===== src/rtl/reg_bank_ctrl.sv =====
// Sequencer sharing one 16x8 register bank between NREQ requesters: one write or dual read per 3 cycles.
// Optional RBC_FIXED_PRIO_EN selects fixed lowest-index priority instead of round-robin arbitration.
module reg_bank_ctrl #(
    parameter int NREQ = 2,
    parameter int AW   = 4,
    parameter int DW   = 8
) (
    input  logic              clk,
    input  logic              rst,
    input  logic [NREQ-1:0]   req,
    input  logic [NREQ-1:0]   req_we,
    input  logic [NREQ*AW-1:0] req_waddr,
    input  logic [NREQ*DW-1:0] req_wdata,
    input  logic [NREQ*AW-1:0] req_raddr1,
    input  logic [NREQ*AW-1:0] req_raddr2,
    output logic [NREQ-1:0]   gnt,
    output logic [NREQ-1:0]   done,
    output logic [DW-1:0]     rdata1,
    output logic [DW-1:0]     rdata2,
    output logic              busy,
    output logic              rb_w_r,
    output logic [AW-1:0]     rb_w_add,
    output logic [AW-1:0]     rb_r_add_1,
    output logic [AW-1:0]     rb_r_add_2,
    output logic [DW-1:0]     rb_data,
    input  logic [DW-1:0]     rb_data_1,
    input  logic [DW-1:0]     rb_data_2
);

    localparam int IW = (NREQ > 1) ? $clog2(NREQ) : 1;
    localparam logic [NREQ-1:0] ONE = NREQ'(1);

    typedef enum logic [1:0] {
        S_IDLE,
        S_ACCESS,
        S_DONE
    } state_t;

    state_t          state_q;
    logic [IW-1:0]   owner_q;
    logic            we_q;
    logic [AW-1:0]   waddr_q;
    logic [DW-1:0]   wdata_q;
    logic [AW-1:0]   raddr1_q;
    logic [AW-1:0]   raddr2_q;
    logic [NREQ-1:0] gnt_q;
    logic [NREQ-1:0] done_q;
    logic [DW-1:0]   rdata1_q;
    logic [DW-1:0]   rdata2_q;
    logic            busy_q;
    logic            rb_w_r_q;
    logic [AW-1:0]   rb_w_add_q;
    logic [AW-1:0]   rb_r_add_1_q;
    logic [AW-1:0]   rb_r_add_2_q;
    logic [DW-1:0]   rb_data_q;

    logic            found_d;
    logic [IW-1:0]   win_d;

`ifdef RBC_FIXED_PRIO_EN
    always_comb begin
        found_d = 1'b0;
        win_d   = '0;
        for (int unsigned i = 0; i < NREQ; i++) begin
            if (!found_d && req[i]) begin
                found_d = 1'b1;
                win_d   = IW'(i);
            end
        end
    end
`else
    logic [IW-1:0] rr_q;
    int unsigned   idx;

    // Search starts just after the last winner so every requester is reached within NREQ grants.
    always_comb begin
        found_d = 1'b0;
        win_d   = '0;
        idx     = 0;
        for (int unsigned i = 0; i < NREQ; i++) begin
            idx = (32'(rr_q) + 1 + i) % NREQ;
            if (!found_d && req[idx]) begin
                found_d = 1'b1;
                win_d   = IW'(idx);
            end
        end
    end
`endif

    always_ff @(posedge clk) begin
        if (rst) begin
            state_q      <= S_IDLE;
            owner_q      <= '0;
            we_q         <= 1'b0;
            waddr_q      <= '0;
            wdata_q      <= '0;
            raddr1_q     <= '0;
            raddr2_q     <= '0;
            gnt_q        <= '0;
            done_q       <= '0;
            rdata1_q     <= '0;
            rdata2_q     <= '0;
            busy_q       <= 1'b0;
            rb_w_r_q     <= 1'b0;
            rb_w_add_q   <= '0;
            rb_r_add_1_q <= '0;
            rb_r_add_2_q <= '0;
            rb_data_q    <= '0;
`ifndef RBC_FIXED_PRIO_EN
            rr_q         <= IW'(NREQ - 1);
`endif
        end else begin
            gnt_q  <= '0;
            done_q <= '0;
            case (state_q)
                S_IDLE: begin
                    if (found_d) begin
                        owner_q  <= win_d;
                        we_q     <= req_we[win_d];
                        waddr_q  <= req_waddr[win_d*AW +: AW];
                        wdata_q  <= req_wdata[win_d*DW +: DW];
                        raddr1_q <= req_raddr1[win_d*AW +: AW];
                        raddr2_q <= req_raddr2[win_d*AW +: AW];
                        gnt_q    <= ONE << win_d;
                        busy_q   <= 1'b1;
`ifndef RBC_FIXED_PRIO_EN
                        rr_q     <= win_d;
`endif
                        state_q  <= S_ACCESS;
                    end
                end
                // Bank pins are registered here so the bank sees them during the following cycle.
                S_ACCESS: begin
                    if (we_q) begin
                        rb_w_r_q   <= 1'b1;
                        rb_w_add_q <= waddr_q;
                        rb_data_q  <= wdata_q;
                    end else begin
                        rb_w_r_q     <= 1'b0;
                        rb_r_add_1_q <= raddr1_q;
                        rb_r_add_2_q <= raddr2_q;
                    end
                    state_q <= S_DONE;
                end
                S_DONE: begin
                    if (!we_q) begin
                        rdata1_q <= rb_data_1;
                        rdata2_q <= rb_data_2;
                    end
                    done_q   <= ONE << owner_q;
                    rb_w_r_q <= 1'b0;
                    busy_q   <= 1'b0;
                    state_q  <= S_IDLE;
                end
                default: state_q <= S_IDLE;
            endcase
        end
    end

    assign gnt        = gnt_q;
    assign done       = done_q;
    assign rdata1     = rdata1_q;
    assign rdata2     = rdata2_q;
    assign busy       = busy_q;
    assign rb_w_r     = rb_w_r_q;
    assign rb_w_add   = rb_w_add_q;
    assign rb_r_add_1 = rb_r_add_1_q;
    assign rb_r_add_2 = rb_r_add_2_q;
    assign rb_data    = rb_data_q;

endmodule


===== config.mk =====
export PLATFORM = sky130hd
export DESIGN_NAME = reg_bank_ctrl
export DESIGN_NICKNAME = d
export VERILOG_FILES = /design/src/rtl/reg_bank_ctrl.sv
export SDC_FILE = /design/constraint.sdc
export NUM_CORES = 1
export LEC_CHECK = 0
export CAP_MARGIN = 0
export CORE_MARGIN = 1
export CORE_UTILIZATION = 40
export CTS_BUF_LIST = sky130_fd_sc_hd__clkbuf_4 sky130_fd_sc_hd__clkbuf_8
export DETAILED_ROUTE_END_ITERATION = 10
export GPL_ROUTABILITY_DRIVEN = 0
export MAX_ROUTING_LAYER = met4
export PLACE_DENSITY = 0.78
export SYNTH_ARGS = -nofsm -noshare
export SYNTH_HDL_FRONTEND = slang
export SYNTH_SLANG_ARGS = --single-unit

===== constraint.sdc =====
create_clock -name clk -period 1.29 [get_ports clk]
set_input_delay 0.258 -clock clk [delete_from_list [all_inputs] [get_ports clk]]
set_output_delay 0.258 -clock clk [all_outputs]
set_load 0.005 [all_outputs]

==> impl_metrics.json <==
{
  "synth_top_area_frac": 0.518,
  "dr_total_vias": 2819,
  "clock-sinks": 67,
  "final_cells": 524,
  "drt.antenna.violating_nets": 0,
  "r2r_slack_ns": -0.15,
  "layout_common_cells": "nand2_1 (64), clkdlybuf4s50_1 (58), dfxtp_1 (49)",
  "final.setup_skew_ns": 0.0118,
  "drv_cap": 0,
  "placed_area_sq_mm": 0.00388,
  "whs_endpoint": "rb_w_add[3]",
  "slowest_stage": "dfxtp_2",
  "worstPathArrival_ns": 1.65,
  "yosys_warnings": 0,
  "finalSetupTns_ns": -3.74,
  "die_y_microns": 82.5,
  "setup_viol": 45,
  "place_ws_ns": -0.414,
  "core_area_sq_mm": 0.00610,
  "cp-end-kind": "flop",
  "grt_pass1_wl_mm": 13.2,
  "fillers": 376,
  "grt_usage": 0.275,
  "min-delay-start": "rst",
  "crit_family": "buffers and inverters",
  "post_drt_wl_per_cell_microns": 17.5,
  "clk_pin_slew_ns": 0.08,
  "yosysSeqAreaShare": 0.518,
  "clk_path_buf_depth": 2,
  "rows": 28,
  "fin_nets": 511,
  "worstMarginPinSlew_ns": 0.629,
  "remaining_drc_errors": 0,
  "period_share": 1.12,
  "cellPowerDensity_mw_per_mm2": 1270,
  "clock_latency_ns": 0.35,
  "grt-ovfl-total": 0,
  "grt_pass1_vias": 2740,
  "viasPerCell": 5.38,
  "ys_top_cells_by_area": "dfxtp_1 (52%), nand2_1 (11%), a21oi_1 (10%)",
  "antennaDiodeCount": 0,
  "drtIter0Drc": 139,
  "syn_area_per_cell_sq_um": 8.35,
  "drtPass1Iterations": 4,
  "cts_buffers": 9,
  "cts_tree": "done",
  "fmax_ghz": 0.692,
  "port_buffers": 103,
  "syn-cell-area_sq_mm": 0.00259,
  "whs_ns": 0.440,
  "area_delta_synth_final_pct": 90.0,
  "worst-r2r-cell-count": 8,
  "drv_slew": 0,
  "yosysUniqueCellTypes": 26,
  "dp.cells": 490,
  "postLayoutCoreUtil": 0.807,
  "critPathLaunchType": "flop",
  "timing.rr.end": "wdata_q[2]",
  "finalPower_mw": 6.25,
  "hpwl_mm": 4.69,
  "relSlewSlack": 0.581,
  "syn-num-nets": 377,
  "hold_depth": 2,
  "violations": "setup timing",
  "initial_core_util": 0.425,
  "hold_path.class": "in -> reg",
  "ios": 104,
  "r2r-start": "state_q[1]",
  "drive_gt1_frac": 0.392,
  "min_period_ns": 1.44,
  "die-area_sq_mm": 0.00680,
  "leakage_nw": 1.99,
  "synth_top_cell_by_area": "dfxtp_1",
  "critical_path_buf_inv_count": 4,
  "hold_viol_final": 0,
  "grt_antenna_before_repair": 0,
  "register_area_sq_mm": 0.00136,
  "die_w_microns": 82.5,
  "timing.final.ws_setup_ns": -0.155,
  "drt-total-wl_mm": 9.18,
  "design_area_sq_mm": 0.00492,
  "netlist_instances": 310,
  "status": "finished with violations",
  "required_ns": 1.50,
  "crit_type": "reg -> reg",
  "ys_seq_elements": 67,
  "crit_fanout": 5,
  "max_stage_delay_ns": 0.34,
  "final_common_cell": "nand2_1",
  "htreeDepth": 3,
  "cts-root-buf": "clkbuf_8",
  "peakVddDrop_uv": 877,
  "worstPathCellList": "buf_6, inv_6, ha_4, o21ai_4, buf_12, buf_16, a21oi_4, a211oi_2",
  "rsz0062_at_grt": "true",
  "grt_max_degree": 28,
  "multi_input_area_sq_mm": 0.00166
}
[worst max-delay path by stage]
stage	from	end	slack, ns	cells after the start
2_1_floorplan	state_q[1]	we_q	0.006	6
3_3_place_gp	req[0]	state_q[0]	-0.35	5
3_5_place_dp	req[0]	state_q[0]	-0.41	5
4_1_cts	state_q[0]	raddr1_q[2]	-0.16	8
5_1_grt	state_q[1]	rb_r_add_2[0]	-0.21	8
6_report	state_q[1]	wdata_q[2]	-0.15	8
[cells in the mapped netlist]
| cell type | count |
|---|---|
| clkbuf_2 | 1 |
| inv_1 | 3 |
| nand3_1 | 1 |
| dfxtp_1 | 67 |
| buf_4 | 2 |
| nor3_1 | 3 |
| nor2b_1 | 2 |
| a31oi_1 | 1 |
| nand2_1 | 79 |
| nor2_1 | 32 |
| a22oi_1 | 1 |
| o21a_1 | 1 |
| a21bo_2 | 1 |
| or2_2 | 1 |
| nand2b_1 | 2 |
| nor3b_1 | 2 |
| a21boi_4 | 1 |
| a211oi_1 | 21 |
| o21ai_0 | 1 |
| a21oi_1 | 52 |
| buf_2 | 10 |
| clkbuf_1 | 9 |
| mux2i_1 | 10 |
| ha_1 | 5 |
| o21ai_2 | 1 |
| and2_1 | 1 |
[metal layers]
| layer | global-route usage | routed length [microns] | vias up |
|---|---|---|---|
| met4 | 0.132 | 114 | 0 |
| met3 | 0.0670 | 565 | 10 |
| met5 | - | 0 | - |
| met2 | 0.464 | 4790 | 116 |
| li1 | - | - | 1312 |
| met1 | 0.302 | 3710 | 1381 |
[logic make-up (layout without fill, tap and decap cells)]
group,count (synthesis),in the layout,synth area share
buffers and inverters,25,164,0.0444
AO/OA/AOI/OAI,80,80,0.186
multiplexers,10,10,0.0386
flip-flops,67,67,0.518
AND/OR/NAND/NOR,123,123,0.189
adder cells (fa/ha/maj),5,5,0.0242
[cell type report]
| class | instances | area share |
|---|---|---|
| repair buffers | 145 | 0.318 |
| multi-input cells | 218 | 0.337 |
| clock inverters | 6 | 0.0183 |
| flip-flops and latches | 67 | 0.277 |
| inverters | 3 | 0.00331 |
| well taps | 75 | 0.0191 |
| clock buffers | 10 | 0.0267 |
[repair_timing]
item	in CTS	in global routing
cloned	5	1
endpoints found under the hold margin	0	0
pin swaps	32	44
endpoints found under the setup margin	104	63
gates resized for setup	154	56
buffers inserted	11	5
hold buffers	0	0
[sequential cells by signal, summed over array words and instances, names as in the netlist, 2 cells and up]
signal / flops
rb_w_add: 4
raddr1_q: 4
rb_data: 8
waddr_q: 4
gnt: 2
rb_r_add_1: 4
raddr2_q: 4
wdata_q: 8
rdata1: 8
rb_r_add_2: 4
state_q: 2
done: 2
rdata2: 8
[where the power goes]
| part | total, mW | switching, mW | internal [mW] | leakage (nW) |
|---|---|---|---|---|
| Combinational | 1.89 | 0.866 | 1.02 | 1.33 |
| Sequential | 2.40 | 0.146 | 2.25 | 0.556 |
| Clock | 1.96 | 0.850 | 1.11 | 0.110 |
No activity file was read; power rests on OpenSTA's default activity.
